### src/rtl/lcd_cmd_seq.sv
// LCD command sequencer: a small register-file of {addr,ctrl,data} entries
// replayed over a valid/ready port. Optional loop mode: LCD_CMD_SEQ_LOOP_EN.
module lcd_cmd_seq #(
  parameter  int DEPTH = 32,
  parameter  int AW    = 8,
  parameter  int CW    = 8,
  parameter  int DW    = 8,
  localparam int IW    = $clog2(DEPTH),
  localparam int EW    = AW + CW + DW
) (
  input  logic          clk,
  input  logic          rst,
  input  logic          wr_en,
  input  logic [IW-1:0] wr_idx,
  input  logic [EW-1:0] wr_data,
  input  logic [IW-1:0] rd_idx,
  output logic [EW-1:0] rd_data,
  input  logic          start,
  input  logic [IW:0]   count,
`ifdef LCD_CMD_SEQ_LOOP_EN
  input  logic          loop,
`endif
  input  logic          abort,
  output logic          cmd_valid,
  input  logic          cmd_ready,
  output logic [AW-1:0] cmd_addr,
  output logic [CW-1:0] cmd_ctrl,
  output logic [DW-1:0] cmd_data,
  output logic          busy,
  output logic          done
);

  typedef enum logic [1:0] {S_IDLE, S_RUN, S_DONE} state_t;

  state_t        r_state, w_state_nx;
  logic [EW-1:0] r_mem [DEPTH];
  logic [EW-1:0] r_rd_data;
  logic [EW-1:0] r_cmd;
  logic [IW-1:0] r_ptr;
  logic [IW:0]   r_rem;
  logic [IW:0]   r_len;
  logic          r_loop;

  logic          w_acc, w_load, w_adv, w_reload, w_loop_in;
  logic [IW-1:0] w_ptr_nx;
  logic [IW:0]   w_len;

`ifdef LCD_CMD_SEQ_LOOP_EN
  assign w_loop_in = loop;
`else
  assign w_loop_in = 1'b0;
`endif

  assign w_acc    = (r_state == S_RUN) & cmd_ready;
  assign w_ptr_nx = r_ptr + 1'b1;
  assign w_len    = (count > (IW+1)'(DEPTH)) ? (IW+1)'(DEPTH) : count;

  always_ff @(posedge clk) begin
    if (rst) r_state <= S_IDLE;
    else     r_state <= w_state_nx;
  end

  always_comb begin
    w_state_nx = r_state;
    w_load     = 1'b0;
    w_adv      = 1'b0;
    w_reload   = 1'b0;
    case (r_state)
      S_IDLE:
        if (start) begin
          if (count == '0) w_state_nx = S_DONE;
          else begin
            w_state_nx = S_RUN;
            w_load     = 1'b1;
          end
        end
      S_RUN:
        // abort wins over a handshake in the same cycle
        if (abort) w_state_nx = S_IDLE;
        else if (w_acc) begin
          if (r_rem > (IW+1)'(1)) w_adv = 1'b1;
          else if (r_loop)        w_reload = 1'b1;
          else                    w_state_nx = S_DONE;
        end
      S_DONE:  w_state_nx = S_IDLE;
      default: w_state_nx = S_IDLE;
    endcase
  end

  // The presented command is a copy, so rewriting its source entry mid-stall is harmless.
  always_ff @(posedge clk) begin
    if (rst) begin
      r_ptr     <= '0;
      r_rem     <= '0;
      r_len     <= '0;
      r_loop    <= 1'b0;
      r_cmd     <= '0;
      r_rd_data <= '0;
      for (int i = 0; i < DEPTH; i++) r_mem[i] <= '0;
    end else begin
      r_rd_data <= r_mem[rd_idx];
      if (wr_en) r_mem[wr_idx] <= wr_data;
      if (w_load) begin
        r_ptr  <= '0;
        r_rem  <= w_len;
        r_len  <= w_len;
        r_loop <= w_loop_in;
        r_cmd  <= r_mem[0];
      end else if (w_adv) begin
        r_ptr <= w_ptr_nx;
        r_rem <= r_rem - 1'b1;
        r_cmd <= r_mem[w_ptr_nx];
      end else if (w_reload) begin
        r_ptr <= '0;
        r_rem <= r_len;
        r_cmd <= r_mem[0];
      end
    end
  end

  assign rd_data   = r_rd_data;
  assign cmd_valid = (r_state == S_RUN);
  assign cmd_addr  = r_cmd[EW-1 -: AW];
  assign cmd_ctrl  = r_cmd[DW+CW-1 -: CW];
  assign cmd_data  = r_cmd[DW-1:0];
  assign busy      = (r_state != S_IDLE);
  assign done      = (r_state == S_DONE);

endmodule

### config.mk
export PLATFORM = sky130hd
export DESIGN_NAME = lcd_cmd_seq
export DESIGN_NICKNAME = d
export VERILOG_FILES = /design/src/rtl/lcd_cmd_seq.sv
export SDC_FILE = /design/constraint.sdc
export NUM_CORES = 1
export LEC_CHECK = 0
export BUFFER_PORTS_ARGS = -buffer_cell sky130_fd_sc_hd__buf_2
export CORE_MARGIN = 3
export CORE_UTILIZATION = 40
export CTS_BUF_LIST = sky130_fd_sc_hd__clkbuf_16
export DETAILED_ROUTE_END_ITERATION = 10
export GPL_TIMING_DRIVEN = 0
export PLACE_DENSITY_LB_ADDON = 0.12
export SKIP_LAST_GASP = 1
export SLEW_MARGIN = 20
export SYNTH_ARGS = -nofsm -noshare
export SYNTH_HDL_FRONTEND = slang
export SYNTH_SLANG_ARGS = --single-unit
### constraint.sdc
create_clock -name clk -period 3.5 [get_ports clk]
set_clock_uncertainty 0.05 [all_clocks]
set_input_delay 0.7 -clock clk [delete_from_list [all_inputs] [get_ports clk]]
set_output_delay 0.7 -clock clk [all_outputs]
set_load 0.03 [all_outputs]
Yosys cells after proc, flatten, opt, wreduce, memory -nomap -nowiden
Memory sizes are Yosys's and may differ from the RTL's. A register that Yosys moved wholly into a read port is not among the register bits.
Cells that the tools add are included.
{ "totals": {"register_bits": 37, "mem_bits_rw": 768, "n_memories": 1} }
{ "op_classes": {"add_sub_neg": 2, "magnitude_cmp": 2, "n_eq_ne": 5, "mux": 27, "bitwise": 1, "reduce_logical": 7} }
{ "memory_table": {"columns": ["name", "depth", "word_bits", "rd", "rd_clocked_by_memory_dff", "write_ports", "line_no", "rtl"], "rows": [
  ["r_mem", 32, 24, 3, 1, 32, "36", "logic [EW-1:0] r_mem [DEPTH];"]
]} }
{ "ops": {"columns": ["op", "n"], "rows": [
  ["two-way mux 24 bit", 3],
  ["OR reduction 24 bit", 1],
  ["two-way mux 6 bit", 3],
  ["two-way mux 1 bit", 13],
  ["two-way mux 2 bit", 5],
  ["two-way mux 5 bit", 2],
  ["greater-than comparator 6 x 1 -> 1 bit (second input constant)", 1],
  ["greater-than comparator 6 bit (second input constant)", 1],
  ["logical NOT 6 bit", 1],
  ["subtractor 6 x 1 -> 6 bit (second input constant)", 1],
  ["adder 5 x 1 -> 5 bit (second input constant)", 1],
  ["one-hot mux 2 bit (2 select lines)", 1],
  ["inequality test 3 x 2 -> 1 bit (second input constant)", 1],
  ["inequality test 3 bit (second input constant)", 1],
  ["AND reduction 3 bit", 1],
  ["nonzero test 3 bit", 1],
  ["== test 2 x 1 -> 1 bit (second input constant)", 1],
  ["== test 2 bit (second input constant)", 1],
  ["logical NOT 2 bit", 1],
  ["inequality test 2 bit (second input constant)", 1],
  ["nonzero test 2 bit", 1],
  ["OR reduction 2 bit", 1],
  ["AND 1 bit", 1]
]} }

Logic depth before layout (Yosys ltp)
{ "depth": {"depth_word": 7, "depth_mapped": 9, "depth_no_buf": 7} }

Worst setup path after synthesis
Ideal clock, no wire load.
{ "synth_path": {"kind": "input-to-reg", "from": "input port rd_idx[0]", "to": "register r_rd_data[10], in the netlist rd_data[10], read port of r_mem", "setup_time_ns": 0.133, "arrival_ns": 2.232, "path_slack_ns": 1.085, "stages": 7, "path_buffers": 3, "cell_sequence": "clkbuf_1 -> buf_2 -> buf_2 -> mux4_2 -> mux2_2 -> o22ai_1 -> nor3_1"} }
{ "synth_rtl": {"columns": ["item", "line_no", "rtl"], "rows": [
  ["start, declared", "16", "input logic [IW-1:0] rd_idx,"],
  ["end, declared", "37", "logic [EW-1:0] r_rd_data;"]
]} }

==> metrics.cfg <==
[cts]
cts_resized = 0
clk_pin_slew_worst_paths_ns = 0.06
cts_setup_buffers = 0
numCtsBuffers = 94
clock_latency_ns = 0.68
h-tree-depth = 3
cts.root.buffer_cell = clkbuf_16
cts_hold_buf = 0
clkSinkCount = 829
cts_max_path_buffers = 3
cts_tree = done

[sta]
rsz0062_at_grt = no
fin_crit_sh_pct = 95.14
final.min_clock_period_ns = 3.330
holdWs_ns = 0.2567
worst_pin_slew_ns = 1.227
final_max_slew_viol_count = 0
fmax_mhz = 300.3
timing.slew.headroom_pct = 18.20
setup_viol = 0
fin_tns_setup_ns = 0
finalHoldViolCount = 0

[pwr]
p_leak_nw = 16.37
power.switching_mw = 5.997
powerDensity_nw_per_um2 = 490.2
finalPower_mw = 23.86
clockPowerShare_pct = 40.6
peakVddDrop_mv = 0.3749
switching_share_pct = 25.13
comb_power_share_pct = 10.4
pwr-share-seq_pct = 49.0
intPower_mw = 17.86

[yosys]
syn_nets = 2870
syn_area_um2 = 43440
yosysWarningCount = 0
seq_area_frac_synth_pct = 55.90
syn-instance-count = 2821
ys_ff_latch = 829
async_reset_ff_share_pct = 0
syn_area_per_cell_um2 = 15.40
synth_cell_types = 55
synth_ff_type = edfxtp_1
synth_edf_count = 768

[floorplanning]
dieHeight_um = 335.6
start_util_pct = 40.47
core_um2 = 107400
fp-row-count = 120
die_x_um = 335.6
num_io_pins = 97
dieArea_um2 = 112600

[route]
drt_iter0_drc = 3030
firstDrtPassIters = 6
drc = 0
postRouteAntennaNets = 0
routed_wl_um = 151400
wire_per_inst_um = 33.64
routed_via_density = 6.067
via_count = 27310

[setup_path]
crit_type = in2reg
cp-end-kind = register
required_ns = 3.92
cp-start-kind = input port
arrival_ns = 3.75
crit_path_max_fanout = 10

[job]
max-cap-violations = 0

[global_routing]
antenna_found_initial = 10
track_usage_pct = 26.80
grt_pass1_wl_um = 209500
grt_use_met3_pct = 4.865
grt_max_degree = 25
grt-ovfl-total = 0
met2_usage_pct = 42.83
grt_util_met1_pct = 35.98
grt-busiest-layer = met2
grt_pass1_vias = 27990

[run_status]
outcome = complete, no violations

[placed_design]
gp_congestion = 0.9207
dpl-instance-area_um2 = 45670
dp_hpwl_um = 114400
io_buffers = 93

[worst_hold_path]
hp-class = in2reg

[final_layout]
fillCellCount = 9478
syn_to_final_growth_pct = 12.04
drive_gt1_share_pct = 26.33
fin_nets = 3059
final_cell_area_um2 = 48670

critical path, stage by stage:
cell,delay (ns)
clkbuf_1,0.73
clkbuf_1,0.71
mux4_2,0.41
mux2i_1,0.15
a22o_1,0.30
nor3_1,0.74
state kept, by name, summed over array words and instances, names as in the netlist:
| signal | cells |
|---|---|
| r_cmd | 24 |
| rd_data | 24 |
| r_ptr | 5 |
| r_state | 2 |
| r_mem | 768 |
| r_rem | 6 |
stage by stage:
stage | std cells | utilization [%] | setup WS [ns]
floorplan | 2821 | - | 1.085
global placement | 4317 | 42.54 | -0.7435
detailed placement | 4317 | 42.54 | -0.5272
CTS | 4494 | 45.32 | 0.1749
global route | 4494 | 45.32 | 0.03388
finish | 4501 | 45.34 | 0.1703
routing by layer:
| metal | vias to the layer above | routed length [um] |
|---|---|---|
| met5 | - | 20 |
| met4 | 4 | 7618 |
| met3 | 294 | 10760 |
| met2 | 1218 | 71130 |
| met1 | 14520 | 61900 |
| li1 | 11280 | - |
synth_stat cells, drive strengths merged, types with 24 or more instances:
| library cell | number | share of area [%] |
|---|---|---|
| and2 | 793 | 11 |
| edfxtp | 768 | 53 |
| mux4 | 384 | 20 |
| clkbuf | 213 | 1.8 |
| mux2i | 120 | 2.8 |
| buf | 77 | 1.1 |
| dfxtp | 61 | 2.8 |
| nor2 | 52 | 0.49 |
| mux2 | 48 | 1.2 |
| or2 | 33 | 0.48 |
| nor3 | 27 | 0.31 |
| o22ai | 25 | 0.36 |
| a211o | 24 | 0.48 |
| a211oi | 24 | 0.41 |
| a22o | 24 | 0.48 |
| a22oi | 24 | 0.41 |
| o211ai | 24 | 0.65 |
| o22a | 24 | 0.54 |
path summary, 6_finish.rpt:
check                  from          to  depth (start not counted)  slack, ns
setup / recovery  rd_idx[1]  rd_data[1]                          6       0.17
hold / removal     count[0]    r_rem[0]                          3       0.26
setup reg to reg   r_ptr[0]   r_cmd[17]                          7       0.32
hold reg to reg    r_ptr[1]    r_ptr[1]                          2       0.45
power by group through the flow:
stage	Combinational, mW	Sequential [mW]	Clock, mW
after floorplan	1.42	11.8	0
after global placement	2.46	11.8	0
after detailed placement	2.49	11.9	0
after CTS	2.49	11.7	9.79
after global routing	2.57	11.7	10.2
final	2.48	11.7	9.69
placed cells by master, fill, tap and decap left out, drive strengths merged, types with 7 or more instances in the layout:
cell type  count
mux2i        120
o211ai        24
a22o          24
dfxtp         61
nor2          52
o22ai         25
clkinv        43
a22oi         24
or2           33
diode          7
nand2          9
clkinvlp       7
and2         793
nor3          27
o22a          24
a21oi          8
buf          170
clkbuf       310
a211oi        24
a211o         24
edfxtp       768
bufinv         7
inv           28
mux2          48
mux4         384
cell families after synthesis:
family                     after synthesis  share of synthesized area, %
adders and majority gates                3                       0.08641
DFF                                    829                         55.90
and+or+nand+nor                        944                         13.27
xor gates and xnor gates                 9                        0.1814
buffers and inverters                  295                         2.938
muxes                                  552                         23.92
AOI/OAI and AO/OA                      189                         3.715
final cells by class:
type                       instances  area, um^2  share of cell area (%)
antenna                            7       17.52                 0.03599
buffer                           290        1264                   2.596
clock buffer                      97        2427                   4.987
clock inverter                    80       558.0                   1.146
inverter                           5       18.77                 0.03856
multi-input combinational       1697       17880                   36.74
sequential                       829       24280                   49.89
tap                             1403        1755                   3.606
timing repair buffer              93       465.4                  0.9562
(Power assumes the default switching activity.)
